File: src/rtl/loop_seq_pkg.sv
// Shared types for the loop sequencer: FSM state encoding and its width.
package loop_seq_pkg;

  localparam int unsigned STATE_W = 2;

  typedef enum logic [STATE_W-1:0] {
    IDLE = 2'd0,
    RUN  = 2'd1,
    DONE = 2'd2
  } state_e;

endpackage

File: src/rtl/loop_seq_idx.sv
// One wrapping index register: counts 0..MAX on en, wraps to 0 after MAX.
// clear has priority over en.
module loop_seq_idx #(
  parameter int unsigned DATA_WIDTH = 32,
  parameter int unsigned MAX        = 27
) (
  input  logic                  clk,
  input  logic                  rst_n,
  input  logic                  clear,
  input  logic                  en,
  output logic [DATA_WIDTH-1:0] idx,
  output logic                  at_max
);

  localparam logic [DATA_WIDTH-1:0] MAX_V = DATA_WIDTH'(MAX);

  assign at_max = (idx == MAX_V);

  always_ff @(posedge clk) begin
    if (!rst_n) begin
      idx <= '0;
    end else if (clear) begin
      idx <= '0;
    end else if (en) begin
      idx <= at_max ? '0 : idx + DATA_WIDTH'(1);
    end
  end

endmodule

File: src/rtl/loop_sequencer.sv
// Two-level (row, col) index walker with ready/valid handout and a done pulse.
// Optional registered last flag on the final pair when LOOPSEQ_LAST_EN is defined.
module loop_sequencer
  import loop_seq_pkg::*;
#(
  parameter int unsigned DATA_WIDTH = 32,
  parameter int unsigned ROWMAX     = 27,
  parameter int unsigned COLMAX     = 27
) (
  input  logic                  clk,
  input  logic                  rst_n,
  input  logic                  start,
  input  logic                  abort,
  input  logic                  ready,
  output logic                  valid,
  output logic [DATA_WIDTH-1:0] row,
  output logic [DATA_WIDTH-1:0] col,
  output logic                  busy,
  output logic                  done
`ifdef LOOPSEQ_LAST_EN
  ,
  output logic                  last
`endif
);

  state_e state_q, state_d;
  logic   hs;
  logic   col_en, row_en, idx_clear;
  logic   col_at_max, row_at_max;

  // valid is a registered copy of (state == RUN), so this is the handshake
  assign hs        = valid & ready;
  assign idx_clear = abort;
  assign col_en    = hs & ~abort;
  assign row_en    = hs & ~abort & col_at_max;

  loop_seq_idx #(
    .DATA_WIDTH (DATA_WIDTH),
    .MAX        (COLMAX)
  ) u_col (
    .clk    (clk),
    .rst_n  (rst_n),
    .clear  (idx_clear),
    .en     (col_en),
    .idx    (col),
    .at_max (col_at_max)
  );

  loop_seq_idx #(
    .DATA_WIDTH (DATA_WIDTH),
    .MAX        (ROWMAX)
  ) u_row (
    .clk    (clk),
    .rst_n  (rst_n),
    .clear  (idx_clear),
    .en     (row_en),
    .idx    (row),
    .at_max (row_at_max)
  );

  always_ff @(posedge clk) begin
    if (!rst_n) begin
      state_q <= IDLE;
    end else begin
      state_q <= state_d;
    end
  end

  always_comb begin
    state_d = state_q;
    unique case (state_q)
      IDLE: if (start) state_d = RUN;
      RUN:  if (hs && col_at_max && row_at_max) state_d = DONE;
      DONE: state_d = IDLE;
      default: state_d = IDLE;
    endcase
    if (abort) state_d = IDLE;
  end

  // Status outputs are registered from the next state so they line up with the indices
  always_ff @(posedge clk) begin
    if (!rst_n) begin
      valid <= 1'b0;
      busy  <= 1'b0;
      done  <= 1'b0;
    end else begin
      valid <= (state_d == RUN);
      busy  <= (state_d == RUN) || (state_d == DONE);
      done  <= (state_d == DONE);
    end
  end

`ifdef LOOPSEQ_LAST_EN
  localparam logic [DATA_WIDTH-1:0] ROWMAX_V = DATA_WIDTH'(ROWMAX);
  localparam logic [DATA_WIDTH-1:0] COLMAX_V = DATA_WIDTH'(COLMAX);

  logic [DATA_WIDTH-1:0] row_nxt, col_nxt;

  // Predict the index values the counters will load on this edge
  always_comb begin
    row_nxt = row;
    col_nxt = col;
    if (idx_clear) begin
      row_nxt = '0;
      col_nxt = '0;
    end else begin
      if (col_en) col_nxt = col_at_max ? '0 : col + DATA_WIDTH'(1);
      if (row_en) row_nxt = row_at_max ? '0 : row + DATA_WIDTH'(1);
    end
  end

  always_ff @(posedge clk) begin
    if (!rst_n) begin
      last <= 1'b0;
    end else begin
      last <= (state_d == RUN) && (row_nxt == ROWMAX_V) && (col_nxt == COLMAX_V);
    end
  end
`endif

endmodule

File: config.mk
export PLATFORM = sky130hd
export DESIGN_NAME = loop_sequencer
export DESIGN_NICKNAME = d
export VERILOG_FILES = /design/src/rtl/loop_seq_pkg.sv /design/src/rtl/loop_seq_idx.sv /design/src/rtl/loop_sequencer.sv
export SDC_FILE = /design/constraint.sdc
export NUM_CORES = 1
export LEC_CHECK = 0
export ABC_AREA = 1
export BUFFER_PORTS_ARGS = -buffer_cell sky130_fd_sc_hd__buf_2
export CAP_MARGIN = 5
export CORE_ASPECT_RATIO = 2
export CORE_MARGIN = 2
export CORE_UTILIZATION = 40
export DETAILED_ROUTE_END_ITERATION = 12
export PLACE_DENSITY = 0.66
export SLEW_MARGIN = 20
export SYNTH_ARGS = -nofsm -noshare
export SYNTH_HDL_FRONTEND = slang
export SYNTH_HIERARCHICAL = 1
export SYNTH_SLANG_ARGS = --single-unit
File: constraint.sdc
create_clock -name clk -period 5.6 [get_ports clk]
set_input_delay 1.12 -clock clk [delete_from_list [all_inputs] [get_ports clk]]
set_output_delay 1.12 -clock clk [all_outputs]
set_load 0.02 [all_outputs]
=== Word-level counts from Yosys, hierarchy flattened ===
Cells that the tools add are included.

* Bits of input ports: 5
* Output and inout port bits: 67
* Logic and storage cells: 29
* Bits in registers: 69

* Equal/unequal tests: 5
* Reductions and logical operators: 5
* Add/sub/neg operators: 2
* Bitwise gates (word level): 5
* Muxes and demuxes: 6

{| class="wikitable"
|+ Operator list
! cell !! number
|-
| $add 32x1->32 const B || 2
|-
| $eq 32x5->1 const B || 2
|-
| $mux 32 || 2
|-
| $mux 2 || 3
|-
| $eq 2x1->1 const B || 2
|-
| $pmux 2 s2 || 1
|-
| $and 1x1->1 || 3
|-
| $eq 2x2->1 const B || 1
|-
| $logic_and 1x1->1 || 2
|-
| $logic_not 2->1 || 1
|-
| $not 1->1 || 2
|-
| $reduce_or 2->1 || 1
|-
| $logic_or 1x1->1 || 1
|}

=== Longest topological paths before layout ===
Gate-level depths: netlist (run 1).

* Depth in word-level cells: 8
* Depth in mapped cells: 15
* Mapped depth without buffers: 14

=== By module ===
Netlist (run 1), hierarchy kept.

{| class="wikitable"
|+ Modules (own cells, without submodules)
! module !! seq. area each (um2) !! cells an instance !! times used !! area each (um2)
|-
| loop_seq_idx || 640.6 || 311 || 2 || 1970.6
|-
| loop_sequencer || 100.1 || 30 || 1 || 269.0
|}

=== Least setup slack after synthesis (run 1) ===
OpenSTA, ideal clock, no wires.

* Path type: reg-to-reg
* Start point: reg u_col.idx[1]
* End point: reg u_row.idx[28]
* Data required time: 5485 ps
* Period minus slack after synthesis: 2343 ps
* Buffers on the path: 1
* Arrival time: 2227 ps
* Setup slack: 3257 ps
* Stages on the path, launching flop included: 15
* Library setup time: 115 ps
* Path through: dfxtp_1 -> ha_1 -> inv_1 -> nor3_1 -> nand3_1 -> nor2_1 -> nor3b_1 -> buf_4 -> nand2_2 -> nor2_4 -> nand3_2 -> nor2_2 -> nand3_1 -> nand3_1 -> nor2_1

* Cells in the longest elaborated chain, start to end: 2

{| class="wikitable"
|+ Ends and longest elaborated chain
! item !! line !! text
|-
| from (decl) || loop_seq_idx.sv:11 || <nowiki>output logic [DATA_WIDTH-1:0] idx,</nowiki>
|-
| from (signal assigned) || loop_seq_idx.sv:25 || <nowiki>idx <= at_max ? '0 : idx + DATA_WIDTH'(1);</nowiki>
|-
| $eq 32x5->1 || loop_seq_idx.sv:17 || <nowiki>assign at_max = (idx == MAX_V);</nowiki>
|-
| net col_at_max || loop_sequencer.sv:29 || <nowiki>logic col_at_max, row_at_max;</nowiki>
|-
| $and 1x1->1 || loop_sequencer.sv:35 || <nowiki>assign row_en = hs & ~abort & col_at_max;</nowiki>
|-
| net row_en || loop_sequencer.sv:28 || <nowiki>logic col_en, row_en, idx_clear;</nowiki>
|-
| to (signal assigned) || loop_seq_idx.sv:25 ||
|-
| to (decl) || loop_seq_idx.sv:11 ||
|}

The timed path passes the listed nets, and every way through them passes these cells.
A chain may end at the register's enable or synchronous reset.

=== Worst setup path in the final report (run 1) ===
* Start point: reg u_col.idx[22]
* End point: reg u_row.idx[22]

The elaborated chain is that of the path after synthesis.

==> results_dict.tcl, run 1 <==
set metrics [dict create \
    synth.net_count 661 \
    post_drt_wl_per_cell_um 15.40 \
    diodes 0 \
    ant_nets 0 \
    cp-startpoint "u_col/idx[22]" \
    cts_buffer_depth 2 \
    min_from "u_col/idx[0]" \
    slew_headroom 0.3241 \
    ir_drop_mv 0.1461 \
    cp.required_ns 5.82 \
    power_leakage_nw 2.202 \
    cts_hold_buf 0 \
    drt_iter0_markers 205 \
    tightest_slew_ns 1.012 \
    min_period_ns 3.148 \
    netlist_area_sq_um 4210 \
    clk_pin_slew_ns 0.06 \
    fin_setup_tns_ns 0 \
    power.density_nw_per_um2 221.2 \
    drv_cap 0 \
    grt_pass1_vias 4438 \
    path_class "flop to flop" \
    routabilityCongestion 0.9689 \
    critPathMaxStageDelay_ns 0.85 \
    grtUsageTotal 0.2438 \
    grt-ovfl-total 0 \
    vias 4428 \
    grt_pass1_wl_um 21340 \
    fin_skew_ns 0.007256 \
    die-width_um 76.55 \
    grt_antenna_before_repair 0 \
    placed_area_sq_um 4697 \
    start_util 0.4044 \
    cts_tree "done" \
    worst_path_max_delay_cell "nor3b_1" \
    ys_types 29 \
    highest_layer "met4" \
    die_h_um 149.1 \
    cts.sinks 69 \
    die-area_sq_um 11410 \
    area_delta_synth_final_pct 18.96 \
    std_cell_rows 53 \
    num-nets-final 735 \
    wl_um 13370 \
    fillerInstances 1114 \
    num_io_pins 72 \
    synth-seq-area-share 0.3281 \
    viasPerCell 5.101 \
    cts_buffers 9 \
    drcViolationCount 0 \
    grt_max_degree 18 \
    portBuffers 71 \
    dr_wl_met2_um 7325 \
    final_cell_area_sq_um 5009 \
    firstDrtPassIters 5 \
    core_sq_um 10410 \
    syn_inst 652 \
    status "complete, no violations" \
    crit_family "simple AND/OR/NAND/NOR gates" \
    clk_latency_ns 0.34 \
    hold_slack_ns 0.5280 \
    syn-mean-instance-area_sq_um 6.457 \
    synth_top_cell_area_share 0.3281 \
    hp-class "flop to flop" \
    critical_path_arrival_ns 3.37 \
    yosys.area.top_type "dfxtp_1" \
    drive_above_1_share 0.1956 \
    cts-root-buf "clkbuf_16" \
    async_reset_ff_frac 0 \
    cp_max_fo 8 \
    synth_edf_count 0 \
    crit_buf_inv 0 \
    rsz0062_at_grt "false" \
    postCtsSetupRepairBufs 0 \
    crit_chain "nor4_1, nand4_1, nor2_1, nor3b_1, nand2_2, nor2_4, nand3_1, nor2_2, nand3_1, nand2_1, nor2_1" \
    place_hpwl_um 10730 \
    fmax_ghz 0.3177 \
    end_kind "flop" \
    ctsResizeCount 0 \
    synth_ff_type "dfxtp_1" \
    r2r-start "u_col/idx[22]" \
    ys_warn_count 6 \
    start_kind "flop" \
    drv_slew 0 \
    routed-wl-met3_um 581 \
    drt-met1-wl_um 4436 \
    synth_area_leaders "dfxtp_1 (33%), nor2_1 (16%), nand2_1 (13%)" \
    htreeDepth 3 \
    finalCritPeriodShare 0.5622 \
    report.final.hold_viol_count 0 \
    finalSetupViolCount 0 \
    ys_ff_latch 69 \
]
-- cell usage after synthesis (2+ instances only) --
master / instances
nand3_2: 4
buf_2: 2
nand2_4: 5
nand2_2: 9
inv_1: 59
nor2_2: 9
nand4_1: 2
a21o_1: 6
buf_1: 4
and2_1: 2
xnor2_1: 14
nor2_4: 17
nor2_1: 176
mux2i_1: 2
o22ai_1: 4
nand2_1: 141
buf_4: 4
nand3_1: 56
nor3_1: 10
ha_1: 4
clkinv_1: 2
dfxtp_1: 69
nor4_1: 8
xor2_1: 18
inv_2: 8
a21oi_1: 14
-- stage by stage --
stage	std cells	util	power, W	worst slack, ns
2_1_floorplan	652	-	0.0005206	3.257
3_3_place_gp	852	0.4511	0.0005280	2.497
3_5_place_dp	852	0.4511	0.0005287	2.444
4_1_cts	868	0.4811	0.001123	2.507
5_1_grt	868	0.4811	0.001152	2.127
6_report	868	0.4811	0.001108	2.452
-- layout make-up --
cell class                 instances  area [sq um]  share of cell area
clock inverter                     5         58.81             0.01174
timing repair buffer              73         370.4             0.07394
tap                              137         171.4             0.03422
clock buffer                      11         252.7             0.05046
inverter                          69         259.0             0.05171
sequential                        69          1381              0.2758
multi-input combinational        504          2515              0.5021
-- metal layers --
| metal | vias to the layer above | GRT usage |
|---|---|---|
| met2 | 178 | 0.4726 |
| met4 | 0 | 0.1955 |
| met3 | 68 | 0.04722 |
| met1 | 2003 | 0.2114 |
| met5 | - | 0 |
| li1 | 2179 | - |
-- report_power, final --
part	internal, W	switching, W	total, W
Clock	0.000369	0.000222	0.000591
Combinational	0.00000753	0.0000173	0.0000249
Sequential	0.000492	0.000000633	0.000493
-- worst paths after layout --
kind | endpoint | slack, ns | cells past startpoint
worst max-delay path | u_row/idx[22] | 2.45 | 11
worst min-delay path | u_col/idx[0] | 0.53 | 2
worst max register to register | u_row/idx[22] | 2.45 | 11
worst min register to register | u_col/idx[0] | 0.53 | 2
-- cells in the final DEF, fill, tap and decap left out, types with 10 or more instances in the layout --
master / instances
nor2_1: 176
nand2_1: 141
buf_2: 71
dfxtp_1: 69
inv_1: 59
nand3_1: 56
xor2_1: 18
nor2_4: 17
xnor2_1: 14
a21oi_1: 14
nor3_1: 10
-- logic make-up (layout without fill, tap and decap cells) --
| group | after synthesis | count (layout) | share of synthesized area |
|---|---|---|---|
| muxes | 2 | 2 | 0.004755 |
| and+or+nand+nor | 441 | 441 | 0.4787 |
| adders and majority gates | 4 | 4 | 0.01189 |
| AOI/OAI and AO/OA | 25 | 25 | 0.03536 |
| buffers and inverters | 79 | 158 | 0.07459 |
| DFF | 69 | 69 | 0.3281 |
| xor gates and xnor gates | 32 | 32 | 0.06657 |
-- sequential cells by signal (all words and copies together), names as in the netlist --
name       flops
valid          1
state_q        2
done           1
u_col/idx     32
u_row/idx     32
busy           1
-- tightest hold or removal path, cell delays in order (launching register included) --
cell and delay (ns):
dfxtp_1 0.35, nand2_1 0.08, a21oi_1 0.05
(Power assumes the default switching activity.)
==> run 2, diff against run 1 <==
Settings changed: ABC_AREA 1 to 0, PLACE_DENSITY 0.66 to 0.7.
Clock period 5.6 ns to 2.85 ns, I/O delays scaled along.
==> results_dict.tcl, run 2 <==
set metrics [dict create \
    largest_registers "u_col/idx (32), u_row/idx (32), state_q (2)" \
    fin_setup_tns_ns 0 \
    hold_slack_ns 0.5085 \
    die_h_um 135.1 \
    cts.sinks 69 \
    grt-ovfl-total 0 \
    drive_above_1_share 0.3202 \
    end_kind "flop" \
    grt_pass1_wl_um 15970 \
    cp.required_ns 3.11 \
    rsz0062_at_grt "false" \
    synth_edf_count 0 \
    drcViolationCount 0 \
    yosys.area.top_type "dfxtp_1" \
    ys_ff_latch 69 \
    wl_um 9757 \
    routabilityCongestion 0.9064 \
    post_drt_wl_per_cell_um 16.07 \
    cts_tree "done" \
    viasPerCell 5.820 \
    status "complete, no violations" \
    start_kind "flop" \
    num-nets-final 513 \
    synth.most_common_cell "dfxtp_1" \
    std_cell_rows 47 \
    ant_nets 0 \
    power_leakage_nw 1.788 \
    num_io_pins 72 \
    power.density_nw_per_um2 484.1 \
    ys_warn_count 6 \
    grtUsageTotal 0.2118 \
    drv_slew 0 \
    grt_pass1_vias 3419 \
    synth_top_cells_by_count "dfxtp_1 (69), nor2_1 (39), a21oi_1 (32), o21ai_0 (23), nand4_1 (22)" \
    final_common_cell "buf_2" \
    clk_pin_slew_ns 0.06 \
    async_reset_ff_frac 0 \
    synth.net_count 403 \
    portBuffers 71 \
    syn-mean-instance-area_sq_um 8.727 \
    final_cell_area_sq_um 4532 \
    drv_cap 0 \
    synth_area_leaders "dfxtp_1 (40%), a21oi_1 (4.7%), nor2_1 (4.3%)" \
    core_sq_um 8292 \
    grt_max_degree 31 \
    synth_ff_type "dfxtp_1" \
    vias 3533 \
    synth_top_cell_area_share 0.4017 \
    finalCritPeriodShare 0.9457 \
    finalSetupViolCount 0 \
    slew_headroom 0.6376 \
    start_util 0.4147 \
    firstDrtPassIters 4 \
    syn_inst 394 \
    layout_common_cells "buf_2 (71), dfxtp_1 (66), buf_4 (44), nor2_1 (38), a21oi_1 (32)" \
    critical_path_arrival_ns 2.95 \
    clk_latency_ns 0.33 \
    fin_skew_ns 0.004734 \
    hp-class "input port to flop" \
    cp_max_fo 11 \
    diodes 0 \
    netlist_area_sq_um 3438 \
    fmax_ghz 0.3710 \
    cts-root-buf "clkbuf_16" \
    place_hpwl_um 7194 \
    die-width_um 69.56 \
    htreeDepth 3 \
    cts_hold_buf 0 \
    ys_types 40 \
    placed_area_sq_um 4182 \
    drt_iter0_markers 217 \
    min_period_ns 2.695 \
    path_class "flop to flop" \
    grt_antenna_before_repair 0 \
    die-area_sq_um 9399 \
    area_delta_synth_final_pct 31.81 \
    synth-seq-area-share 0.4017 \
    cts_buffers 9 \
    cts_buffer_depth 2 \
    tightest_slew_ns 0.5386 \
    report.final.hold_viol_count 0 \
    ir_drop_mv 0.3001 \
]
run 2: cell count changes after synthesis, sizes merged, moves of 22 or more:
cell,before,now
inv,67,9
nand2,155,19
nand4,3,28
o21ai,1,23
nand3,60,20
nor2,202,39
run 2: power by group:
group / internal, W / switching, W
combinational: 0.0000131 / 0.0000268
sequential: 0.000967 / 0.00000103
clock: 0.000765 / 0.000421
run 2: worst max-delay path, stage by stage, from the launching register on:
cell and delay [ns]:
dfxtp_1 0.35, nor3_1 0.28, buf_4 0.18, nand4_1 0.15
nor2_2 0.15, and2_4 0.17, buf_4 0.11, nand4_1 0.08
or4_4 0.47, buf_4 0.19, or3_1 0.36, a21oi_1 0.15
run 2: stage by stage:
step,instances,power [W],worst slack (ns),util
after floorplan,394,0.001013,0.007654,-
after global placement,590,0.001028,0.1295,0.5043
after detailed placement,590,0.001029,0.02285,0.5043
after CTS,606,0.002214,0.04709,0.5432
after global routing,607,0.002259,0.01928,0.5466
final,607,0.002194,0.1549,0.5466
run 2: cell type report:
type / count / area, sq um
fill: 767 / 3760
multi-input combinational: 300 / 1988
sequential: 69 / 1385
timing repair buffer: 115 / 685.7
clock buffer: 10 / 229.0
tap: 98 / 122.6
clock inverter: 6 / 87.58
inverter: 9 / 33.78
run 2: path summary, 6_finish.rpt:
kind | start | to | slack (ns) | cells after the start
max | u_col/idx[18] | u_row/idx[22] | 0.15 | 11
min | rst_n | state_q[0] | 0.51 | 2
max reg2reg | u_col/idx[18] | u_row/idx[22] | 0.15 | 11
min reg2reg | u_col/idx[19] | u_col/idx[19] | 0.53 | 2
run 2: routing by layer:
metal / wire (um) / track usage / share of wire
met5: 0 / 0 / 0
met4: 365 / 0.1296 / 0.037
met3: 388 / 0.03433 / 0.040
met2: 5521 / 0.4108 / 0.57
met1: 3482 / 0.2020 / 0.36
run 2: kinds of logic (layout without fill, tap and decap cells):
| family | count (synthesis) | after routing | synth area share |
|---|---|---|---|
| mux | 2 | 2 | 0.005823 |
| xor+xnor | 28 | 28 | 0.07132 |
| compound gates | 70 | 70 | 0.1190 |
| fa+ha+maj | 4 | 4 | 0.01456 |
| flops | 69 | 69 | 0.4017 |
| simple gates | 196 | 196 | 0.3519 |
| buf+inv | 25 | 140 | 0.03566 |
run 2: repair_timing:
action,in CTS,in global routing
endpoints found under the hold margin,0,0
pin swaps,0,1
setup buffers,0,1
gates resized for setup,1,5
setup endpoints to repair,1,14
==> run 3, diff against run 2 <==
Settings changed: GPL_TIMING_DRIVEN from default to 0.
==> results_dict.tcl, run 3 (synthesis gave the netlist of run 2 again) <==
set metrics [dict create \
    power_leakage_nw 1.620 \
    highest_layer "met4" \
    hp-class "input port to flop" \
    layout_common_cells "buf_2 (73), dfxtp_1 (66), nor2_1 (38), a21oi_1 (32), o21ai_0 (23)" \
    crit_buf_inv 1 \
    cts_buffer_depth 2 \
    rsz0062_at_grt "true" \
    cts_buffers 9 \
    start_kind "flop" \
    portBuffers 71 \
    cts-root-buf "clkbuf_16" \
    fillerInstances 782 \
    cts_tree "done" \
    grt_max_degree 14 \
    firstDrtPassIters 4 \
    viasPerCell 5.921 \
    fin_skew_ns 0.005508 \
    r2r_slack_ns 0.004 \
    critPathMaxStageDelay_ns 0.53 \
    finalCritPeriodShare 0.9985 \
    die_h_um 135.1 \
    hold_slack_ns 0.5055 \
    grtUsageTotal 0.2157 \
    crit_chain "nor4bb_1, nand4_1, nor2_2, and2_1, buf_6, nand4_4, or4_4, or4_1, and4_1" \
    fmax_ghz 0.3514 \
    drt-met1-wl_um 3335 \
    ir_drop_mv 0.4118 \
    cp.required_ns 3.08 \
    vias 3452 \
    dr_wl_met2_um 5524 \
    grt_antenna_before_repair 0 \
    num-nets-final 489 \
    wl_um 9797 \
    status "complete, no violations" \
    final_common_cell "buf_2" \
    drcViolationCount 0 \
    power.density_nw_per_um2 493.5 \
    r2r_end "u_row/idx[31]" \
    die-width_um 69.56 \
    cts.sinks 69 \
    htreeDepth 3 \
    fin_cells 583 \
    critical_path_arrival_ns 3.08 \
    place_hpwl_um 7469 \
    finalSetupViolCount 0 \
    grt_pass1_vias 3466 \
    std_cell_rows 47 \
    min_period_ns 2.846 \
    worst_path_max_delay_cell "or4_1" \
    ant_nets 0 \
    cp-startpoint "u_col/idx[4]" \
    report.final.hold_viol_count 0 \
    post_drt_wl_per_cell_um 16.80 \
    drt_iter0_markers 204 \
    tightest_slew_ns 0.6820 \
    cp_max_fo 7 \
    routed-wl-met3_um 404 \
    dpl.cell_count 563 \
    drv_cap 0 \
    diodes 0 \
    num_io_pins 72 \
    end_kind "flop" \
    path_class "flop to flop" \
    area_delta_synth_final_pct 25.76 \
    routabilityCongestion 0.9357 \
    start_util 0.4147 \
    grt-ovfl-total 0 \
    clk_latency_ns 0.34 \
    cts_hold_buf 0 \
    die-area_sq_um 9399 \
    crit_cells 9 \
    grt_pass1_wl_um 16150 \
    slew_headroom 0.5411 \
    core_sq_um 8292 \
    drive_above_1_share 0.2680 \
    crit_family "simple AND/OR/NAND/NOR gates" \
    r2r-start "u_col/idx[4]" \
    drv_slew 0 \
    r2r.worst_path.cells 9 \
    largest_registers "u_col/idx (32), u_row/idx (32), state_q (2)" \
    clk_pin_slew_ns 0.06 \
    critPathCapture "u_row/idx[31]" \
]
[run 3: changes by cell type in the layout (fill, tap and decap cells not counted), sizes merged]
| cell | delta |
|---|---|
| buf | -35 |
| bufinv | -1 |
| clkbuf | +10 |
| clkinv | -2 |
| clkinvlp | +3 |
| inv | +1 |
[run 3: metal layers]
metal,GRT usage,vias up
met3,0.04328,34
met2,0.4204,115
li1,-,1651
met5,0,-
met1,0.1889,1652
met4,0.1547,0
[run 3: power by group]
| group | switching (W) | leakage (nW) | total (W) | internal (W) |
|---|---|---|---|---|
| combinational | 0.0000265 | 0.924 | 0.0000387 | 0.0000122 |
| sequential | 0.00000113 | 0.558 | 0.000966 | 0.000965 |
| clock | 0.000450 | 0.138 | 0.00113 | 0.000680 |
[run 3: worst min path at each step]
| stage | start | to | cells after the start | slack (ns) |
|---|---|---|---|---|
| 6_report | rst_n | valid | 2 | 0.51 |
| 3_5_place_dp | u_col/idx[13] | u_col/idx[13] | 2 | 0.52 |
| 5_1_grt | rst_n | state_q[0] | 2 | 0.51 |
| 4_1_cts | rst_n | valid | 2 | 0.50 |
| 3_3_place_gp | u_row/idx[30] | u_row/idx[30] | 2 | 0.51 |
| 2_1_floorplan | u_col/idx[1] | u_col/idx[1] | 2 | 0.57 |
[run 3: cell type report]
class / instances / area (sq um) / share of cell area
tap: 98 / 122.6 / 0.02836
clock buffer: 9 / 225.2 / 0.05208
sequential: 69 / 1390 / 0.3215
timing repair buffer: 75 / 385.4 / 0.08912
buffer: 16 / 105.1 / 0.02431
clock inverter: 7 / 75.07 / 0.01736
inverter: 9 / 33.78 / 0.007812
multi-input combinational: 300 / 1987 / 0.4595
[run 3: repair_timing]
action / in CTS / in global routing
pin swaps: 3 / 2
gates cloned: 0 / 0
gates resized for setup: 9 / 8
endpoints found under the hold margin: 0 / 0
buffers inserted: 2 / 2
endpoints found under the setup margin: 11 / 10
[run 3: stage by stage]
stage                     setup slack [ns]  instance area, sq um  total power (W)    util  TNS [ns]
after global routing               -0.1240                  4324         0.002193  0.5215   -0.4828
after detailed placement           -0.4040                  3920         0.001028  0.4728    -2.744
after CTS                         0.009562                  4279         0.002157  0.5161         0
after global placement             -0.3820                  3920         0.001028  0.4728    -2.583
after floorplan                   0.007654                  3442         0.001013       -         0
final                             0.004144                  4324         0.002134  0.5215         0
